File: src/rtl/multi_cycle_control_unit.sv
// Multi-cycle control unit: sequences IF/ID/EXE/MEM/WB for the MIPS-subset datapath.
// Latency: 2 (j/jr/jal/nop), 3 (branches), 4 (R/I-type ALU, sw), 5 (lw) cycles.
// Backpressure: none; advances one state per clock, HALT holds until Reset.
//
// Ports:
//   CLK, Reset          rising-edge clock, synchronous active-high reset
//   op, zero, sign      opcode from the IR; ALU zero flag and result bit 31
//   state               current FSM state (IF=000 ID=001 EXE=010 MEM=011 WB=100 HALT=111)
//   IRWre, PCWre        IR load, PC load
//   PCSrc               next-PC select (PC+4, branch target, rs, jump target)
//   ALUSrcA/B, ALUOp    ALU operand selects and operation code
//   ExtSel              immediate extension (1 sign, 0 zero)
//   RegDst, RegWre      write-register select and register-file write enable
//   WrRegDSrc           register write data (0 PC+4, 1 data bus)
//   DBDataSrc           data bus source (0 ALU result, 1 memory)
//   mRD, mWR            data memory read/write
//   retired             completed-instruction count
module multi_cycle_control_unit (
   input  logic        CLK,
   input  logic        Reset,
   input  logic [5:0]  op,
   input  logic        zero,
   input  logic        sign,
   output logic [2:0]  state,
   output logic        IRWre,
   output logic        PCWre,
   output logic [1:0]  PCSrc,
   output logic        ALUSrcA,
   output logic        ALUSrcB,
   output logic [2:0]  ALUOp,
   output logic        ExtSel,
   output logic [1:0]  RegDst,
   output logic        RegWre,
   output logic        WrRegDSrc,
   output logic        DBDataSrc,
   output logic        mRD,
   output logic        mWR,
   output logic [31:0] retired
);

   typedef enum logic [2:0] {
      sIF   = 3'b000,
      sID   = 3'b001,
      sEXE  = 3'b010,
      sMEM  = 3'b011,
      sWB   = 3'b100,
      sHALT = 3'b111
   } stateT;

   localparam logic [5:0] opAdd   = 6'b000000;
   localparam logic [5:0] opSub   = 6'b000001;
   localparam logic [5:0] opAddiu = 6'b000010;
   localparam logic [5:0] opAnd   = 6'b010000;
   localparam logic [5:0] opAndi  = 6'b010001;
   localparam logic [5:0] opOri   = 6'b010010;
   localparam logic [5:0] opXori  = 6'b010011;
   localparam logic [5:0] opSll   = 6'b011000;
   localparam logic [5:0] opSlti  = 6'b100110;
   localparam logic [5:0] opSlt   = 6'b100111;
   localparam logic [5:0] opSw    = 6'b110000;
   localparam logic [5:0] opLw    = 6'b110001;
   localparam logic [5:0] opBeq   = 6'b110100;
   localparam logic [5:0] opBne   = 6'b110101;
   localparam logic [5:0] opBltz  = 6'b110110;
   localparam logic [5:0] opJ     = 6'b111000;
   localparam logic [5:0] opJr    = 6'b111001;
   localparam logic [5:0] opJal   = 6'b111010;
   localparam logic [5:0] opHalt  = 6'b111111;

   stateT curState;
   stateT nextState;

   logic isAdd, isSub, isAddiu, isAnd, isAndi, isOri, isXori, isSll;
   logic isSlti, isSlt, isSw, isLw, isBeq, isBne, isBltz;
   logic isJ, isJr, isJal, isHalt;
   logic isRType, isIType, isBranch, isNop;

   assign isAdd   = (op == opAdd);
   assign isSub   = (op == opSub);
   assign isAddiu = (op == opAddiu);
   assign isAnd   = (op == opAnd);
   assign isAndi  = (op == opAndi);
   assign isOri   = (op == opOri);
   assign isXori  = (op == opXori);
   assign isSll   = (op == opSll);
   assign isSlti  = (op == opSlti);
   assign isSlt   = (op == opSlt);
   assign isSw    = (op == opSw);
   assign isLw    = (op == opLw);
   assign isBeq   = (op == opBeq);
   assign isBne   = (op == opBne);
   assign isBltz  = (op == opBltz);
   assign isJ     = (op == opJ);
   assign isJr    = (op == opJr);
   assign isJal   = (op == opJal);
   assign isHalt  = (op == opHalt);

   assign isRType  = isAdd | isSub | isAnd | isSlt | isSll;
   assign isIType  = isAddiu | isAndi | isOri | isXori | isSlti | isLw;
   assign isBranch = isBeq | isBne | isBltz;
   // Anything outside the supported set retires as a two-cycle nop.
   assign isNop    = ~(isRType | isIType | isBranch | isSw | isJ | isJr | isJal | isHalt);

   assign state = curState;

   // State register.
   always_ff @(posedge CLK) begin
      if (Reset) begin
         curState <= sIF;
      end else begin
         curState <= nextState;
      end
   end

   // Next state and sequencing enables.
   always_comb begin
      nextState = sIF;
      IRWre     = 1'b0;
      PCWre     = 1'b0;
      RegWre    = 1'b0;
      mRD       = 1'b0;
      mWR       = 1'b0;

      case (curState)
         sIF: begin
            nextState = sID;
         end
         sID: begin
            if (isJ | isJr | isJal | isNop) begin
               nextState = sIF;
            end else if (isHalt) begin
               nextState = sHALT;
            end else begin
               nextState = sEXE;
            end
         end
         sEXE: begin
            if (isBranch) begin
               nextState = sIF;
            end else if (isSw | isLw) begin
               nextState = sMEM;
            end else begin
               nextState = sWB;
            end
         end
         sMEM: begin
            nextState = isSw ? sIF : sWB;
         end
         sWB: begin
            nextState = sIF;
         end
         sHALT: begin
            nextState = sHALT;
         end
         default: begin
            nextState = sIF;
         end
      endcase

      IRWre = (curState == sIF);
      mRD   = (curState == sMEM) & isLw;

      // Reset overrides the decode so no architectural state is touched in
      // the cycle that aborts an instruction.
      PCWre  = ~Reset & (nextState == sIF);
      RegWre = ~Reset & ((curState == sWB) | ((curState == sID) & isJal));
      mWR    = ~Reset & (curState == sMEM) & isSw;
   end

   // Datapath selects: pure opcode decode, stable for the whole instruction.
   always_comb begin
      ALUSrcA   = isSll;
      ALUSrcB   = isAddiu | isAndi | isOri | isXori | isSlti | isSw | isLw;
      ExtSel    = ~(isAndi | isOri | isXori);
      WrRegDSrc = ~isJal;
      DBDataSrc = isLw;

      ALUOp = 3'b000;
      if (isSub | isBranch) begin
         ALUOp = 3'b001;
      end else if (isSll) begin
         ALUOp = 3'b010;
      end else if (isOri) begin
         ALUOp = 3'b011;
      end else if (isAnd | isAndi) begin
         ALUOp = 3'b100;
      end else if (isSlt | isSlti) begin
         ALUOp = 3'b110;
      end else if (isXori) begin
         ALUOp = 3'b111;
      end

      // jal writes $31, which is the 00 default.
      RegDst = 2'b00;
      if (isRType) begin
         RegDst = 2'b10;
      end else if (isIType) begin
         RegDst = 2'b01;
      end

      PCSrc = 2'b00;
      if (isJ | isJal) begin
         PCSrc = 2'b11;
      end else if (isJr) begin
         PCSrc = 2'b10;
      end else if ((isBeq & zero) | (isBne & ~zero) | (isBltz & sign)) begin
         PCSrc = 2'b01;
      end
   end

   // Every PC load completes an instruction.
   always_ff @(posedge CLK) begin
      if (Reset) begin
         retired <= 32'd0;
      end else if (PCWre) begin
         retired <= retired + 32'd1;
      end
   end

endmodule

File: config.mk
export PLATFORM = sky130hd
export DESIGN_NAME = multi_cycle_control_unit
export DESIGN_NICKNAME = d
export VERILOG_FILES = /design/src/rtl/multi_cycle_control_unit.sv
export SDC_FILE = /design/constraint.sdc
export NUM_CORES = 1
export LEC_CHECK = 0
export ABC_AREA = 1
export CAP_MARGIN = 40
export CORE_MARGIN = 2
export CORE_UTILIZATION = 30
export DETAILED_ROUTE_END_ITERATION = 8
export SLEW_MARGIN = 25
export SYNTH_ARGS = -nofsm -noshare
export SYNTH_HDL_FRONTEND = slang
export SYNTH_SLANG_ARGS = --single-unit
export TNS_END_PERCENT = 30
File: constraint.sdc
create_clock -name CLK -period 1.7 [get_ports CLK]
set_input_delay 0.34 -clock CLK [delete_from_list [all_inputs] [get_ports CLK]]
set_output_delay 0.34 -clock CLK [all_outputs]
set_load 0.01 [all_outputs]
# Word level (Yosys, flattened, before mapping)
# Index checks and enable logic that the tools add are counted.
# word_totals
reg_bits	35
out_inout_bits	52
# op_classes
n_addsub	1
n_eq_ne	23
bitwise	47
reduce_logical	3
mux	17
# ops
cell	n
== test 6 bit (second input constant)	11
2-to-1 mux 3 bit	11
OR 1 bit	33
adder 32 x 1 -> 32 bit (second input constant)	1
== test 6 x 5 -> 1 bit (second input constant)	5
case mux 3 bit (5 select lines)	1
bitwise AND 1 bit	9
== test 3 x 2 -> 1 bit (second input constant)	2
== test 3 bit (second input constant)	2
== test 6 x 1 -> 1 bit (second input constant)	1
== test 6 x 2 -> 1 bit (second input constant)	1
logical NOT 3 bit	2
logical NOT 6 bit	1
2-to-1 mux 2 bit	3
NOT 1 bit	5
== test 3 x 1 -> 1 bit (second input constant)	1
2-to-1 mux 1 bit	2

# Depth between registers and ports, before layout
# depth
depth_word	19
mapped_depth	13

# Least setup slack after synthesis
# Ideal clock, no wire load.
# synth_path
path_kind	input -> output
start	input op[2]
end	output PCWre
arrival_time_ns	1.352
path_stages	10
setup_slack_ns	0.008
required_time_ns	1.360
path_buffers	1
cell_sequence	nor2_2 buf_6 nand2_1 nor2_2 nand2_1 nand2_1 nand4_2 nor2_4 inv_1 nor2_2
# synth_between
elab_chain_len	19
elab_cells_between_ends	50
classes_between	eq/ne: 18; mux: 6; bitwise: 24; reduce/logical: 2
# synth_rtl
element	line_no	rtl
start, declared	21	input logic [5:0] op,
== test 6 x 2 -> 1 bit or == test 6 x 5 -> 1 bit (tied branches)	80, 82	
OR 1 bit (5 in series)	99	assign isIType = isAddiu | isAndi | isOri | isXori | isSlti | isLw;
OR 1 bit (7 in series)	102	assign isNop = ~(isRType | isIType | isBranch | isSw | isJ | isJr | isJal | isHalt);
NOT 1 bit	102	
OR 1 bit	129	if (isJ | isJr | isJal | isNop) begin
2-to-1 mux 3 bit	129	
case mux 3 bit (5 select lines) *	124	case (curState)
logical NOT 3 bit *	165	PCWre = ~Reset & (nextState == sIF);
bitwise AND 1 bit *	165	
end, declared	26	output logic PCWre,
# Every way passes the cells marked *; elsewhere a longest branch is shown, timed or not.

# Worst setup path after layout
# layout_path
start	register curState[0], in the netlist state[0]
end	output PCWre
# layout_between
elab_chain_len	4
elab_cells_between_ends	8
classes_between	eq/ne: 4; mux: 1; bitwise: 1; reduce/logical: 2
# layout_rtl
element	line_no	rtl
start, declared	70	stateT curState;
start signal, assigned	109	curState <= sIF;
start signal, assigned	111	curState <= nextState;
== test 3 bit, or another cell as far along	124	
case mux 3 bit (5 select lines) *	124	
logical NOT 3 bit *	165	
bitwise AND 1 bit *	165	
# Marks and branches as above.

==> summary.md <==
| Metric | Value |
|---|---|
| Status | `finished, violations left` |
| Failing checks | `setup timing` |
| H-tree depth | `2` |
| Main combinational cell family by area after synthesis | `simple AND/OR/NAND/NOR gates` |
| RSZ-0062 raised after global routing | `true` |
| LEAKAGE | `2.05 nW` |
| R2R depth | `11` |
| Sequential area share after synthesis | `0.274` |
| # setup viols final | `37` |
| Share of cells above drive strength 1 | `0.398` |
| Root buffer cell | `clkbuf_8` |
| DR iter-0 viols | `165` |
| Final Hold Vio Count | `0` |
| Final Max Tran Viols | `0` |
| Critical Path RT | `approximately 1.4 ns` |
| GPL Wtd Cong | `0.889` |
| Post-synthesis mux area share | `0` |
| Port buffer count | `a little over 60` |
| Synth Area in Compound Gates | `0.0725` |
| CP endpoint | `PCWre` |
| I/O pin count | `62` |
| Post-Syn Area | `roughly 2600 um^2` |
| # hold bufs at CTS | `0` |
| Skew final | `roughly 0.0065 ns` |
| WHS | `0.498 ns` |
| Final WS setup | `-0.229 ns` |
| HPWL after DPL | `6.67 mm` |
| Initial core utilization | `0.311` |
| Fill cells | `804` |
| Die width | `96.3 um` |
| Number of vias per cell | `a little under 5` |
| Row count | `33` |
| First-pass GRT wire length | `14.4 mm` |
| Multi-input logic area | `1830 um^2` |
| Antenna diodes | `0` |
| Die ar. | `9270 um^2` |
| CP endpoint kind | `output port` |
| Routed Antenna Nets | `0` |
| Area grow syn2layout | `74.2%` |
| Type of the worst setup path | `reg -> out` |
| Slew @ Worst Pin | `0.467 ns` |
| First-pass DRT Iterations | `4` |
| Clk pin slew, worst setup/hold paths | `0.07 ns` |
| Yosys cell types | `26` |
| Max clock buf depth | `2` |
| CTS tree | `built` |
| Max Cap Viol | `0` |
| Sequential Area | `728 um^2` |
| Final Core Density | `0.542` |
| Minimum clock period | `roughly 1.9 ns` |
| YS warnings | `0` |
| XOR/XNOR Fraction of Synth Area | `0.0994` |
| Overall Global Routing Usage | `0.200` |
| Largest net degree at the start of global routing | `33` |
| R2R setup slack | `-0.20 ns` |
| Hold crit path type | `reg -> reg` |
| Post-place instance area | `around 3800 um^2` |
| Routed via count | `3292` |
| Layout net count | `580` |
| Tcrit/Tclk final | `1.13` |
| Worst Setup SP | `state[0]$_SDFF_PP0_` |
| Mapped Cells | `412` |
| Initial antenna violation count | `0` |
| Crit path max fanout | `4` |
| Power Density | `480 nW/um^2` |
| DP Worst Slack | `-1.01 ns` |
| DR WL/cell | `around 15 um` |
| CP arrival | `between 1.5 and 2 ns` |
| Clock latency on the worst-skew pair | `0.29 ns` |
| Max-slew headroom | `0.689` |
| Core Area | `8220 um^2` |
| Critical R2R Capture | `retired[19]$_SDFFE_PP0P_` |
| Final instance area | `between 4000 and 5000 um^2` |
| Post-synthesis simple-gate area fraction | `0.437` |
| Total congestion overflow | `0` |
| Worst Setup Start Kind | `register` |
| Syn nets | `around 420` |
| Power, Total | `around 2.1 mW` |
| VDD IR max | `305 uV` |
| Synthesized flop and latch total | `35` |
| R2R Path Start | `state[0]$_SDFF_PP0_` |
| Avg Cell Area, Syn | `6.20 um^2` |
| Die height | `a little under 100 um` |
| Highest clock rate | `518 MHz` |
| Drt total wl | `10.0 mm` |
| Clk sinks | `35` |
| Vias in the first global route | `2952` |
| DRC violations left | `0` |
| Fraction of the mapped netlist area in adder cells | `0.00490` |
| CTS Buf Count | `5` |
## registers in the layout, indices dropped and copies added (netlist names)
name	count
retired	32
state	3
## area by class of cell
class	count	share of cell area
clock buffers	5	0.0155
clock inverters	3	0.00337
well taps	105	0.0295
inverters	46	0.0416
multi-input cells	316	0.412
flip-flops and latches	35	0.164
repair buffers	165	0.335
## cells by family (layout without fill, tap and decap cells)
| group | count (synthesis) | count (layout) |
|---|---|---|
| fa+ha+maj | 1 | 1 |
| buf+inv | 61 | 219 |
| compound gates | 36 | 36 |
| flops | 35 | 35 |
| xor+xnor | 29 | 29 |
| simple gates | 250 | 250 |
## synthesized netlist by cell type
| cell type | n | area [um^2] |
|---|---|---|
| buf_6 | 4 | 45.0 |
| inv_1 | 44 | 165 |
| nand3_2 | 1 | 10.0 |
| xor2_1 | 19 | 166 |
| nand2_1 | 106 | 398 |
| nor2_2 | 5 | 31.3 |
| ha_1 | 1 | 12.5 |
| nand3b_1 | 1 | 7.51 |
| buf_4 | 7 | 52.6 |
| a21oi_1 | 33 | 165 |
| nor2_4 | 1 | 11.3 |
| nand4_1 | 7 | 43.8 |
| nor2_1 | 47 | 176 |
| xnor2_1 | 10 | 87.6 |
| nand4_2 | 1 | 12.5 |
| inv_2 | 2 | 7.51 |
| nand4_4 | 1 | 21.3 |
| o21ai_0 | 1 | 5.00 |
| nor3b_1 | 1 | 7.51 |
| o22ai_1 | 1 | 6.26 |
| clkbuf_1 | 4 | 15.0 |
| nand2_2 | 2 | 12.5 |
| nor3_1 | 18 | 90.1 |
| dfxtp_1 | 35 | 701 |
| nand3_1 | 59 | 295 |
| a31o_2 | 1 | 8.76 |
## per-layer routing
metal,vias to the layer above,track usage,wire length (um),share of wire
met2,91,0.339,5050,0.51
li1,1642,-,-,-
met4,0,0.0464,91,0.0091
met3,7,0.0251,447,0.045
met5,-,0,0,0
met1,1552,0.268,4400,0.44
## worst min path at each step
stage                                  start                        to  slack [ns]  cells after the start
floorplan           retired[31]$_SDFFE_PP0P_  retired[31]$_SDFFE_PP0P_        0.51                      2
global placement    retired[31]$_SDFFE_PP0P_  retired[31]$_SDFFE_PP0P_        0.48                      2
detailed placement  retired[31]$_SDFFE_PP0P_  retired[31]$_SDFFE_PP0P_        0.49                      2
CTS                 retired[31]$_SDFFE_PP0P_  retired[31]$_SDFFE_PP0P_        0.50                      2
global route        retired[31]$_SDFFE_PP0P_  retired[31]$_SDFFE_PP0P_        0.52                      2
finish              retired[31]$_SDFFE_PP0P_  retired[31]$_SDFFE_PP0P_        0.50                      2
## report_power, final
| group | switching (mW) | internal (mW) |
|---|---|---|
| sequential | 0.0187 | 0.830 |
| combinational | 0.344 | 0.341 |
| clock | 0.321 | 0.281 |
## per-stage QoR
step	instances	setup TNS (ns)
floorplan	412	0
global placement	642	-41.83
detailed placement	642	-42.71
CTS	666	-3.54
global route	675	-8.90
finish	675	-5.94
## layout by cell type (no fill, tap or decap), types with 2 or more instances in the layout
| cell | n |
|---|---|
| inv_2 | 6 |
| clkinv_2 | 3 |
| clkbuf_8 | 5 |
| nand4_4 | 2 |
| xor2_1 | 19 |
| buf_2 | 9 |
| clkdlybuf4s15_2 | 2 |
| nand3_1 | 50 |
| inv_1 | 35 |
| buf_4 | 92 |
| nand2_2 | 18 |
| nand4_1 | 7 |
| clkdlybuf4s50_1 | 30 |
| dfxtp_4 | 3 |
| nand3_2 | 10 |
| inv_4 | 5 |
| nor2_1 | 39 |
| nand2_4 | 3 |
| clkbuf_16 | 3 |
| nor2_4 | 8 |
| buf_12 | 4 |
| xnor2_1 | 10 |
| nor3_1 | 15 |
| nand2_1 | 87 |
| nor2_2 | 6 |
| dlymetal6s2s_1 | 6 |
| dfxtp_2 | 13 |
| clkdlybuf4s15_1 | 2 |
| a21oi_2 | 17 |
| a21oi_1 | 16 |
| dlygate4sd2_1 | 3 |
| dfxtp_1 | 19 |
| nor3_4 | 2 |
| buf_6 | 12 |
## worst max-delay path, cell delays in order (launching register included)
cell and delay (ns):
dfxtp_4 0.38, inv_4 0.08, nor3_4 0.04, nand3_2 0.10, nand4_1 0.22, nor2_4 0.20
inv_2 0.06, nor2_4 0.12, buf_6 0.11
## repair_timing
action / CTS / global route
setup buffers: 17 / 6
resized for setup: 125 / 82
setup endpoints to repair: 53 / 64
cloned: 0 / 4
pin swaps: 22 / 18
Power figures use the tool's default switching activity.
